===== src/rtl/eth_pkg.sv =====
// Shared Ethernet II types and constants for the TX arbiter slice.
// Provides MAC/EtherType typedefs, common EtherTypes and the arbiter FSM enum.
package eth_pkg;

  typedef logic [47:0] mac_addr_t;
  typedef logic [15:0] eth_type_t;

  localparam eth_type_t ETH_TYPE_IPV4 = 16'h0800;
  localparam eth_type_t ETH_TYPE_ARP  = 16'h0806;

  typedef enum logic {
    IDLE,
    PKT
  } arb_state_t;

endpackage


===== src/rtl/rr_pick.sv =====
// Combinational N-way picker: one-hot winner from a request vector.
// Ports: req (requests), last (previous winner index), win (one-hot winner).
// ETH_ARB_STRICT_PRIO_EN selects fixed lowest-index priority instead of
// round-robin starting after last.
module rr_pick #(
  parameter  int N  = 4,
  localparam int LW = $clog2(N)
) (
  input  logic [N-1:0]  req,
  input  logic [LW-1:0] last,
  output logic [N-1:0]  win
);

`ifdef ETH_ARB_STRICT_PRIO_EN

  logic found;
  logic unused_last;

  assign unused_last = ^last;

  always_comb begin
    win   = '0;
    found = 1'b0;
    for (int i = 0; i < N; i++) begin
      if (!found && req[i]) begin
        win[i] = 1'b1;
        found  = 1'b1;
      end
    end
  end

`else

  logic          found;
  logic [LW-1:0] idx;

  // Walk last+1 .. last+N (mod N); first set request wins.
  always_comb begin
    win   = '0;
    found = 1'b0;
    idx   = '0;
    for (int k = 1; k <= N; k++) begin
      idx = LW'((int'(last) + k) % N);
      if (!found && req[idx]) begin
        win[idx] = 1'b1;
        found    = 1'b1;
      end
    end
  end

`endif

endmodule


===== src/rtl/eth_ii_tx_arbiter.sv =====
// Round-robin arbiter sharing one Ethernet II packer between N_PORTS
// requesters; header and payload of the granted port pass straight through.
// Ports: clk/reset, per-port req_mac_* header and req_t* payload buses,
// hdr_mac_* / user_t* to the packer, grant_o (one-hot) and busy_o status.
// Build option: ETH_ARB_STRICT_PRIO_EN (fixed priority, lowest index wins).
module eth_ii_tx_arbiter
  import eth_pkg::*;
#(
  parameter  int N_PORTS = 4,
  parameter  int DATA_W  = 32,
  localparam int KEEP_W  = DATA_W / 8
) (
  input  logic                   clk,
  input  logic                   reset,
  input  logic [N_PORTS*48-1:0]  req_mac_dest_i,
  input  logic [N_PORTS*48-1:0]  req_mac_src_i,
  input  logic [N_PORTS*16-1:0]  req_mac_type_i,
  input  logic [N_PORTS-1:0]     req_mac_vld_i,
  output logic [N_PORTS-1:0]     req_mac_rdy_o,
  input  logic [N_PORTS*DATA_W-1:0] req_tdata_i,
  input  logic [N_PORTS*KEEP_W-1:0] req_tkeep_i,
  input  logic [N_PORTS-1:0]     req_tvld_i,
  input  logic [N_PORTS-1:0]     req_tlast_i,
  output logic [N_PORTS-1:0]     req_trdy_o,
  output mac_addr_t              hdr_mac_dest_o,
  output mac_addr_t              hdr_mac_src_o,
  output eth_type_t              hdr_mac_type_o,
  output logic                   hdr_mac_vld_o,
  input  logic                   hdr_mac_rdy_i,
  output logic [DATA_W-1:0]      user_tdata_o,
  output logic [KEEP_W-1:0]      user_tkeep_o,
  output logic                   user_tvld_o,
  output logic                   user_tlast_o,
  input  logic                   user_trdy_i,
  output logic [N_PORTS-1:0]     grant_o,
  output logic                   busy_o
);

  localparam int LW = $clog2(N_PORTS);

  arb_state_t         state, state_nx;
  logic [N_PORTS-1:0] grant, win;
  logic [LW-1:0]      gidx, last_winner, win_idx;
  logic               hdr_done, last_done;
  logic               hs_hdr, hs_last, rel_pkt, pkt;

  rr_pick #(.N(N_PORTS)) u_pick (
    .req  (req_mac_vld_i),
    .last (last_winner),
    .win  (win)
  );

  always_comb begin
    win_idx = '0;
    for (int i = 0; i < N_PORTS; i++) begin
      if (win[i]) win_idx = LW'(i);
    end
  end

  // Outputs are forced to zero outside PKT so reset clears them at once.
  always_comb begin
    pkt            = (state == PKT);
    hdr_mac_dest_o = '0;
    hdr_mac_src_o  = '0;
    hdr_mac_type_o = '0;
    hdr_mac_vld_o  = 1'b0;
    user_tdata_o   = '0;
    user_tkeep_o   = '0;
    user_tvld_o    = 1'b0;
    user_tlast_o   = 1'b0;
    req_mac_rdy_o  = '0;
    req_trdy_o     = '0;
    if (pkt) begin
      hdr_mac_dest_o = req_mac_dest_i[int'(gidx)*48 +: 48];
      hdr_mac_src_o  = req_mac_src_i[int'(gidx)*48 +: 48];
      hdr_mac_type_o = req_mac_type_i[int'(gidx)*16 +: 16];
      hdr_mac_vld_o  = req_mac_vld_i[gidx] & ~hdr_done;
      user_tdata_o   = req_tdata_i[int'(gidx)*DATA_W +: DATA_W];
      user_tkeep_o   = req_tkeep_i[int'(gidx)*KEEP_W +: KEEP_W];
      user_tvld_o    = req_tvld_i[gidx] & ~last_done;
      user_tlast_o   = req_tlast_i[gidx];
      req_mac_rdy_o  = grant & {N_PORTS{hdr_mac_rdy_i & ~hdr_done}};
      req_trdy_o     = grant & {N_PORTS{user_trdy_i & ~last_done}};
    end
  end

  assign hs_hdr  = hdr_mac_vld_o & hdr_mac_rdy_i;
  assign hs_last = user_tvld_o & user_trdy_i & user_tlast_o;
  // Release counts handshakes landing in this same cycle.
  assign rel_pkt = pkt & (hdr_done | hs_hdr) & (last_done | hs_last);

  assign grant_o = grant;
  assign busy_o  = pkt;

  always_comb begin
    state_nx = state;
    unique case (state)
      IDLE: if (|req_mac_vld_i) state_nx = PKT;
      PKT:  if (rel_pkt)        state_nx = IDLE;
    endcase
  end

  always_ff @(posedge clk or posedge reset) begin
    if (reset) begin
      state       <= IDLE;
      grant       <= '0;
      gidx        <= '0;
      last_winner <= LW'(N_PORTS - 1);
      hdr_done    <= 1'b0;
      last_done   <= 1'b0;
    end else begin
      state <= state_nx;
      unique case (state)
        IDLE: begin
          if (|req_mac_vld_i) begin
            grant       <= win;
            gidx        <= win_idx;
            last_winner <= win_idx;
            hdr_done    <= 1'b0;
            last_done   <= 1'b0;
          end
        end
        PKT: begin
          if (rel_pkt) begin
            grant <= '0;
          end else begin
            if (hs_hdr)  hdr_done  <= 1'b1;
            if (hs_last) last_done <= 1'b1;
          end
        end
      endcase
    end
  end

endmodule

===== config.mk =====
export PLATFORM = sky130hd
export DESIGN_NAME = eth_ii_tx_arbiter
export DESIGN_NICKNAME = d
export VERILOG_FILES = /design/src/rtl/eth_pkg.sv /design/src/rtl/rr_pick.sv /design/src/rtl/eth_ii_tx_arbiter.sv
export SDC_FILE = /design/constraint.sdc
export NUM_CORES = 1
export LEC_CHECK = 0
export CAP_MARGIN = 10
export CORE_AREA = 4 4 295 297
export CTS_CLUSTER_DIAMETER = 120
export DETAILED_ROUTE_END_ITERATION = 10
export DIE_AREA = 0 0 299 301
export GPL_TIMING_DRIVEN = 0
export SLEW_MARGIN = 0
export SYNTH_ARGS = -nofsm -noshare
export SYNTH_HDL_FRONTEND = slang
export SYNTH_SLANG_ARGS = --single-unit

===== constraint.sdc =====
create_clock -name clk -period 4.6 [get_ports clk]
set_input_delay 1.15 -clock clk [delete_from_list [all_inputs] [get_ports clk]]
set_output_delay 1.15 -clock clk [all_outputs]
set_load 0.05 [all_outputs]

==> results.py, run 1 <==
metrics = {
    "clocking": {
        "clockBufferDepth": 2,
        "clk_latency_ns": 0.24,
        "cts_tree": "yes",
        "cts_root_buf": "clkbuf_16",
        "cts_hold_buf": 0,
        "cts_made_buffers": 3,
        "path_clk_slew_ns": 0.04,
        "clkSinkCount": 11,
        "h-tree-depth": 1,
    },
    "detailed_routing": {
        "ant_nets": 0,
        "routedWlPerCell_um": 25.0,
        "avgViaCountPerCell": 3.27,
        "wl_um": 59300,
        "num_vias": 7777,
        "drtIter0Drc": 302,
        "drc_errors": 0,
        "dr.pass1.iters": 4,
    },
    "worst_setup_path": {
        "r2r_slack_ns": 1.91,
        "cp_top_family": "buffers and inverters",
        "path_max_fanout": 10,
        "cp_slowest_cell": "clkdlybuf4s50_1",
        "cpPeakStageDelay_ns": 0.76,
        "critPathRequiredTime_ns": 3.45,
        "worst_r2r_endpoint": "gidx[0]",
        "path_buf_inv": 4,
        "worstPathArrival_ns": 3.33,
        "cp_cell_sequence": "clkbuf_2 -> buf_8 -> clkbuf_1 -> mux4_2 -> and2_1 -> clkdlybuf4s50_1",
        "crit_type": "flop to primary output",
        "timing.rr.start": "last_winner[0]",
        "cp-end-kind": "primary output",
        "ff2ff_path_depth": 8,
        "startpoint_type": "flop",
    },
    "power": {
        "power_frac_comb_pct": 95.6,
        "leakage_nw": 5.00,
        "clkPwrFrac_pct": 1.6,
        "p_int_mw": 3.86,
        "ir_worst_vdd_v": 0.000364,
        "switchingPower_mw": 5.98,
        "switching_share_pct": 60.8,
        "seqPwrFrac_pct": 2.8,
        "p_per_area_mw_per_mm2": 666,
    },
    "synth": {
        "syn-num-nets": 1060,
        "syn_avg_cell_area_um2": 12.4,
        "yosysSeqAreaShare_pct": 5.06,
        "synth_edf_count": 0,
        "syn-cell-area_mm2": 0.00549,
        "synthCells": 444,
        "ys.flop_type": "dfrtp_1",
        "synth_async_sr_flop_share_pct": 100,
        "ys_seq_elements": 11,
        "yosys_warnings": 0,
        "ys_types": 39,
    },
    "global_route": {
        "grt_pass1_vias": 8404,
        "grt_first_pass_wirelength_um": 75000,
        "grt_max_degree": 12,
        "grt_usage_pct": 12.3,
        "antenna_found_initial": 24,
        "overflow": 0,
    },
    "place": {
        "portBuffers": 771,
        "place_hpwl_um": 54300,
        "placed_cell_area_mm2": 0.0147,
        "place.gp.congestion": 0.846,
    },
    "timing": {
        "tightest_slew_ns": 0.888,
        "slew_headroom_pct": 41.0,
        "min_period_ns": 4.48,
        "rsz0062_at_grt": "false",
        "clock_skew_ns": 0.00147,
        "setup_viol": 0,
        "finalCritPeriodShare_pct": 97.4,
        "slew_viol_final": 0,
        "clock.fmax_ghz": 0.223,
        "fin_tns_setup_ns": 0,
        "hold_viol": 0,
    },
    "finish": {
        "fin_util_pct": 17.5,
        "drive_gt1_share_pct": 16.1,
        "nFillCells": 9493,
        "final-seq-area_um2": 283,
        "multi_input_area_mm2": 0.00497,
        "fin_area_mm2": 0.0148,
        "syn2layout_area_growth_pct": 169,
        "fin_nets": 1835,
    },
    "die": {
        "fp.coreArea_mm2": 0.0846,
        "die_area_mm2": 0.0900,
        "rows": 107,
        "dieWidth_um": 299,
        "die_y_um": 301,
        "initial_utilization_pct": 6.49,
        "pin_count": 772,
    },
    "hold_path": {
        "min_path_type": "flop to flop",
        "min-delay-start": "last_done",
        "min_to": "last_done",
        "whs_path_depth": 2,
    },
    "job": {
        "cap_violations": 0,
    },
    "run_status": {
        "outcome": "complete, no violations",
    },
}
worst min-delay path: stages (launching register included):
cell and delay, ns:
dfrtp_1 0.40, inv_1 0.08, o22ai_1 0.06
cell usage after synthesis (2+ instances only):
cell type | instances | area share, %
a21oi_1 | 8 | 0.73
and2_1 | 159 | 18
and3b_1 | 2 | 0.32
buf_1 | 3 | 0.20
buf_2 | 15 | 1.4
clkbuf_1 | 34 | 2.3
dfrtp_1 | 9 | 4.1
dfstp_2 | 2 | 0.96
ha_1 | 8 | 1.8
inv_1 | 5 | 0.34
mux4_2 | 154 | 63
nand2_1 | 7 | 0.48
nor2_1 | 6 | 0.41
nor2b_1 | 2 | 0.23
o21ai_0 | 2 | 0.18
o2bb2ai_1 | 5 | 0.80
sequential cells by signal, summed over array words and instances, names as in the netlist:
register	flops
last_done	1
busy_o	1
grant_o	4
gidx	2
last_winner	2
hdr_done	1
worst max path at each step:
stage	start	end	cells after the start
5_1_grt	gidx[1]	hdr_mac_type_o[9]	6
2_1_floorplan	req_mac_vld_i[2]	hdr_mac_vld_o	2
3_3_place_gp	gidx[1]	hdr_mac_type_o[4]	6
4_1_cts	gidx[1]	user_tdata_o[5]	6
3_5_place_dp	gidx[0]	hdr_mac_type_o[4]	6
6_report	gidx[1]	hdr_mac_type_o[11]	6
placed cells by master (no fill, tap or decap), drive strengths merged, types with 5 or more instances in the layout:
| master | Yosys | layout |
|---|---|---|
| nor2 | 6 | 6 |
| buf | 19 | 20 |
| a21oi | 8 | 8 |
| ha | 8 | 8 |
| dlygate4sd2 | 0 | 22 |
| and2 | 161 | 161 |
| diode | 0 | 14 |
| o2bb2ai | 5 | 5 |
| inv | 5 | 5 |
| mux4 | 155 | 155 |
| nand2 | 7 | 7 |
| dfrtp | 9 | 9 |
| clkdlybuf4s50 | 0 | 748 |
| clkbuf | 34 | 36 |
power groups by stage:
stage / clock [mW] / sequential (mW) / combinational (mW)
CTS: 0.161 / 0.286 / 9.69
floorplan: 0 / 0.235 / 5.86
global placement: 0 / 0.212 / 9.81
detailed placement: 0 / 0.212 / 9.81
global route: 0.165 / 0.292 / 9.90
finish: 0.158 / 0.273 / 9.41
through the flow:
stage               cells  total power, mW  setup WS, ns  hold slack (ns)
finish               2376             9.84         0.118            0.591
global route         2367             10.4      0.000699            0.612
CTS                  2362             10.1       0.00193            0.589
detailed placement   2360             10.0         -1.54            0.572
global placement     2359             10.0         -1.90            0.576
floorplan             444             6.09         0.909            0.532
routing by layer:
metal	wire length [um]	vias to the layer above	track usage, %	part of all wire (%)
met4	403	10	0.983	0.68
met5	49	-	0	0.083
met2	32700	495	24.7	55
met3	4630	36	3.07	7.8
li1	-	3374	-	-
met1	21500	3862	13.4	36
layout make-up:
type	count	area share, %
Antenna cell	14	0.237
Buffer	51	1.67
Inverter	5	0.127
Multi-Input combinational cell	375	33.7
Clock buffer	4	0.534
Sequential cell	11	1.91
Timing Repair Buffer	772	52.2
Tap cell	1144	9.69
cells by family after synthesis:
family / after synthesis / share of synthesized area, %
muxes: 155 / 63.6
buffers and inverters: 58 / 4.44
adders and majority gates: 8 / 1.82
AOI/OAI and AO/OA: 25 / 3.64
DFF: 11 / 5.06
and+or+nand+nor: 187 / 21.4
timing repair:
action	in CTS	in global routing
gates resized for setup	40	2
buffers inserted	0	0
endpoints found under the hold margin	0	0
endpoints found under the setup margin	150	2
cloned	0	0
Note: power is estimated with default switching activity, not from simulation.
==> run 2, diff against run 1 <==
--- a/config.mk
+++ b/config.mk
@@ -5,12 +5,13 @@
 export SDC_FILE = /design/constraint.sdc
 export NUM_CORES = 1
 export LEC_CHECK = 0
-export CAP_MARGIN = 10
+export CAP_MARGIN = 20
 export CORE_AREA = 4 4 295 297
 export CTS_CLUSTER_DIAMETER = 120
 export DETAILED_ROUTE_END_ITERATION = 10
 export DIE_AREA = 0 0 299 301
 export GPL_TIMING_DRIVEN = 0
+export RECOVER_POWER = 25
 export SLEW_MARGIN = 0
 export SYNTH_ARGS = -nofsm -noshare
 export SYNTH_HDL_FRONTEND = slang
==> run 2 against run 1 <==
  * Total power shrank 0.33%
  * Sequential cell count is the same
  * Sequential share of layout area is essentially flat
  * Non-clock buffer count grew 3
  * Critical path type is now primary input to primary output
  * Critical path depth shrank 2
==> results.py, run 2 (synthesis gave the netlist of run 1 again) <==
metrics = {
    "worst_setup_path": {
        "critPathRequiredTime_ns": 3.45,
        "crit_type": "primary input to primary output",
        "cp_slowest_cell": "clkdlybuf4s50_1",
        "cp-end-kind": "primary output",
        "cp_cell_sequence": "dlygate4sd3_1 -> mux4_2 -> nor3b_1 -> clkdlybuf4s50_1",
        "path_max_fanout": 6,
        "worstPathArrival_ns": 3.35,
        "cpPeakStageDelay_ns": 0.91,
        "startpoint_type": "primary input",
    },
    "finish": {
        "largest_reg_flops": 4,
        "final-seq-area_um2": 279,
        "final_common_cell": "clkdlybuf4s50_1",
        "nFillCells": 9479,
        "drive_gt1_share_pct": 16.1,
        "fin_util_pct": 17.5,
        "final_cell_mix": "clkdlybuf4s50_1 (719), and2_1 (158), mux4_2 (154), clkbuf_1 (27), dlygate4sd3_1 (24)",
        "syn2layout_area_growth_pct": 169,
        "multi_input_area_mm2": 0.00494,
        "fin_nets": 1838,
    },
    "timing": {
        "slew_headroom_pct": 22.7,
        "finalCritPeriodShare_pct": 97.9,
        "clock_skew_ns": 0.000644,
        "hold_viol": 0,
        "rsz0062_at_grt": "false",
        "slew_viol_final": 0,
        "setup_viol": 0,
        "clock.fmax_ghz": 0.222,
        "tightest_slew_ns": 1.13,
        "min_period_ns": 4.50,
    },
    "place": {
        "place_hpwl_um": 54500,
        "portBuffers": 771,
        "place.gp.congestion": 0.846,
    },
    "clocking": {
        "cts_made_buffers": 3,
        "cts_tree": "yes",
        "cts_root_buf": "clkbuf_16",
        "clkSinkCount": 11,
        "clockBufferDepth": 2,
        "clk_latency_ns": 0.24,
        "h-tree-depth": 1,
        "path_clk_slew_ns": 0.04,
    },
    "die": {
        "rows": 107,
        "pin_count": 772,
        "die_area_mm2": 0.0900,
        "dieWidth_um": 299,
        "initial_utilization_pct": 6.49,
        "die_y_um": 301,
        "fp.coreArea_mm2": 0.0846,
    },
    "power": {
        "p_per_area_mw_per_mm2": 663,
        "ir_worst_vdd_v": 0.000373,
        "p_total_mw": 9.80,
        "leakage_nw": 5.04,
    },
    "detailed_routing": {
        "drtIter0Drc": 317,
        "avgViaCountPerCell": 3.27,
        "wl_um": 59200,
        "routedWlPerCell_um": 24.9,
        "drc_errors": 0,
        "dr.pass1.iters": 5,
        "num_vias": 7780,
        "ant_nets": 0,
    },
    "global_route": {
        "grt_pass1_vias": 8459,
        "grt_max_degree": 12,
        "grt_first_pass_wirelength_um": 74700,
        "antenna_found_initial": 27,
        "grt_usage_pct": 12.3,
        "overflow": 0,
    },
    "run_status": {
        "outcome": "complete, no violations",
    },
    "job": {
        "cap_violations": 0,
    },
    "hold_path": {
        "min_path_type": "flop to flop",
    },
}
run 2: cell count changes in the layout (fill, tap and decap cells not counted), sizes merged:
cell | previous run | this run
clkdlybuf4s15 | 1 | 13
clkdlybuf4s50 | 748 | 719
dlygate4sd3 | 0 | 24
clkbuf | 36 | 39
dlygate4sd2 | 22 | 13
dlymetal6s2s | 0 | 2
run 2: worst paths after layout:
kind | start | end | slack (ns) | cells past startpoint
min in group asynchronous | reset | grant_o[1] | 1.34 | 2
max in group asynchronous | reset | last_winner[0] | 2.93 | 2
setup / recovery | req_mac_vld_i[1] | hdr_mac_vld_o | 0.1 | 4
setup reg to reg | last_winner[0] | gidx[0] | 1.38 | 8
hold reg to reg | grant_o[3] | grant_o[3] | 0.58 | 1
hold / removal | grant_o[3] | grant_o[3] | 0.58 | 1
run 2: critical path, delay by kind of cell:
family	cells	cell delay, ns
muxes	1	0.29
and+or+nand+nor	1	0.34
buffers and inverters	2	1.56
run 2: stage by stage:
step                      instance area, um2  instances  worst slack, ns  TNS [ns]  hold slack (ns)
final                                  14800       2379           0.0976         0            0.584
after global routing                   14800       2369          0.00409         0            0.624
after CTS                              14800       2365           0.0109         0            0.587
after detailed placement               14700       2363           -0.719    -46.47            0.580
after global placement                 14600       2359            -1.90   -109.57            0.576
after floorplan                         5490        444            0.909         0            0.532
run 2: routing by layer:
layer / global-route usage [%] / up-vias / share of wire, %
met5: 0 / - / 0.12
met4: 1.47 / 12 / 1.3
met3: 3.77 / 55 / 8.1
met2: 24.5 / 519 / 54
met1: 12.9 / 3812 / 36
li1: - / 3382 / -
run 2: layout make-up:
type	count	share of cell area, %
Clock buffer	4	0.533
Timing Repair Buffer	775	52.5
Antenna cell	14	0.237
Inverter	5	0.127
Tap cell	1144	9.68
Buffer	51	1.65
Multi-Input combinational cell	375	33.4
Sequential cell	11	1.89
run 2: report_power, final:
group / leakage [nW] / internal (mW) / switching (mW)
Clock: 0.0382 / 0.116 / 0.0428
Sequential: 0.131 / 0.148 / 0.104
Combinational: 4.88 / 3.58 / 5.82
run 2: repair_timing:
action	CTS	global route
hold buffers	0	0
setup endpoints to repair	120	2
gates resized for setup	56	2
setup buffers	0	0
==> run 3, diff against run 2 <==
--- a/config.mk
+++ b/config.mk
@@ -6,11 +6,15 @@
 export NUM_CORES = 1
 export LEC_CHECK = 0
 export CAP_MARGIN = 20
-export CORE_AREA = 4 4 295 297
+export CELL_PAD_IN_SITES_DETAIL_PLACEMENT = 1
+export CELL_PAD_IN_SITES_GLOBAL_PLACEMENT = 1
+export CORE_AREA = 4 4 303 305
 export CTS_CLUSTER_DIAMETER = 120
+export CTS_CLUSTER_SIZE = 12
 export DETAILED_ROUTE_END_ITERATION = 10
-export DIE_AREA = 0 0 299 301
+export DIE_AREA = 0 0 307 309
 export GPL_TIMING_DRIVEN = 0
+export PLACE_DENSITY_LB_ADDON = 0.1
 export RECOVER_POWER = 25
 export SLEW_MARGIN = 0
 export SYNTH_ARGS = -nofsm -noshare
==> run 3 against run 2 <==
  * Largest cell class unchanged
  * Largest power group unchanged
  * Global-route usage shrank 0.94 points
  * Final cell count up 0.92%
  * Sequential share of layout area barely moved
  * Die area grew 5.4%
  * Critical path depth unchanged
  * Non-clock buffer count down 2
  * Setup slack better by 0.098 ns
==> results.py, run 3 (synthesis gave the netlist of run 1 again) <==
metrics = {
    "run_status": {
        "outcome": "complete, no violations",
    },
    "worst_setup_path": {
        "path_max_fanout": 6,
        "path_buf_inv": 2,
        "worstPathArrival_ns": 3.25,
        "cp_slowest_cell": "clkdlybuf4s50_1",
        "cp_top_family": "buffers and inverters",
        "startpoint_type": "primary input",
        "cpPeakStageDelay_ns": 0.91,
        "cp-end-kind": "primary output",
        "critPathRequiredTime_ns": 3.45,
        "cp_cell_sequence": "clkdlybuf4s50_1 -> mux4_2 -> nor3b_1 -> clkdlybuf4s50_1",
        "cp_common_cell": "clkdlybuf4s50_1",
        "crit_type": "primary input to primary output",
    },
    "detailed_routing": {
        "routedWlPerCell_um": 24.0,
        "wl_um": 57500,
        "drtIter0Drc": 225,
        "avgViaCountPerCell": 3.14,
        "dr.pass1.iters": 4,
        "drc_errors": 0,
        "ant_nets": 0,
        "num_vias": 7546,
    },
    "timing": {
        "setup_viol": 0,
        "clock.fmax_ghz": 0.227,
        "hold_viol": 0,
        "tightest_slew_ns": 1.09,
        "rsz0062_at_grt": "false",
        "min_period_ns": 4.40,
        "setup_slack_ns": 0.196,
        "clock_skew_ns": 0.00146,
        "slew_headroom_pct": 25.1,
        "slew_viol_final": 0,
        "finalCritPeriodShare_pct": 95.7,
    },
    "global_route": {
        "grt_first_pass_wirelength_um": 75700,
        "grt_pass1_vias": 8925,
        "grt_usage_pct": 11.4,
        "antenna_found_initial": 18,
        "grt_max_degree": 14,
        "overflow": 0,
    },
    "finish": {
        "final_common_cell": "clkdlybuf4s50_1",
        "largest_reg_flops": 4,
        "layout.cells.non_filler": 2401,
        "syn2layout_area_growth_pct": 169,
        "fin_nets": 1836,
        "final_cell_mix": "clkdlybuf4s50_1 (748), and2_1 (157), mux4_2 (154), clkbuf_1 (22), dlygate4sd3_1 (17)",
        "drive_gt1_share_pct": 16.2,
        "fin_area_mm2": 0.0148,
    },
    "clocking": {
        "cts_root_buf": "clkbuf_16",
        "clk_latency_ns": 0.24,
        "clockBufferDepth": 2,
        "cts_made_buffers": 3,
        "path_clk_slew_ns": 0.05,
        "h-tree-depth": 1,
        "cts_tree": "yes",
        "clkSinkCount": 11,
    },
    "die": {
        "die_y_um": 309,
        "initial_utilization_pct": 6.15,
        "rows": 110,
        "dieWidth_um": 307,
        "pin_count": 772,
        "fp.coreArea_mm2": 0.0893,
        "die_area_mm2": 0.0949,
    },
    "place": {
        "dp_cells": 2395,
        "place_worst_setup_slack_ns": -0.701,
        "place_hpwl_um": 52700,
        "place.gp.congestion": 0.750,
        "portBuffers": 771,
        "placed_cell_area_mm2": 0.0147,
    },
    "job": {
        "cap_violations": 0,
    },
    "power": {
        "p_per_area_mw_per_mm2": 643,
        "leakage_nw": 5.00,
        "ir_worst_vdd_v": 0.000222,
    },
    "hold_path": {
        "min_path_type": "flop to flop",
    },
}
[run 3: per-layer routing]
layer  global-route usage, %  part of all wire (%)  vias up
met5                       0                 0.096        -
met4                   0.371                  0.39        8
met3                    3.85                   8.1       32
met2                    25.1                    61      363
met1                    10.3                    30     3770
li1                        -                     -     3373
[run 3: final timing paths]
check / cells after the start / endpoint / startpoint / slack (ns)
worst min-delay path: 1 / grant_o[3] / grant_o[3] / 0.56
worst max register to register: 8 / gidx[1] / last_winner[0] / 1.44
worst min register to register: 1 / grant_o[3] / grant_o[3] / 0.56
min in group asynchronous: 2 / last_done / reset / 1.41
worst max-delay path: 4 / hdr_mac_vld_o / req_mac_vld_i[0] / 0.20
max in group asynchronous: 2 / gidx[0] / reset / 2.79
[run 3: final cells by class]
class / count / area, um2
Fill cell: 10268 / 74500
Timing Repair Buffer: 775 / 7760
Multi-Input combinational cell: 375 / 4940
Tap cell: 1176 / 1470
Sequential cell: 11 / 280
Buffer: 49 / 223
Clock buffer: 3 / 75.1
Inverter: 5 / 18.8
Antenna cell: 6 / 15.0
Clock inverter: 1 / 5.00
[run 3: report_power, final]
part | internal, mW | switching, mW | leakage, nW
clock | 0.115 | 0.0473 | 0.0409
sequential | 0.148 | 0.117 | 0.130
combinational | 3.62 | 5.45 | 4.83
[run 3: metrics by stage]
stage / setup TNS (ns) / util [%] / power (mW) / hold slack (ns)
after detailed placement: -48.36 / 16.5 / 9.71 / 0.567
after floorplan: 0 / - / 6.09 / 0.532
after global placement: -84.91 / 16.4 / 9.73 / 0.572
after CTS: 0 / 16.6 / 9.87 / 0.583
final: 0 / 16.6 / 9.50 / 0.564
after global routing: 0 / 16.5 / 10.1 / 0.596
[run 3: repair_timing]
item,in CTS,in global routing
hold buffers,0,0
setup endpoints to repair,110,5
buffers inserted,0,0
gates resized for setup,16,2
[run 3: worst register-to-register path, cell delays in order, from the launching register on]
cell	delay, ns
dfstp_2	0.58
buf_6	0.14
inv_1	0.10
ha_1	0.34
mux4_2	0.42
nand2_1	0.11
o21ai_0	0.14
a2111oi_0	0.96
a21oi_1	0.19
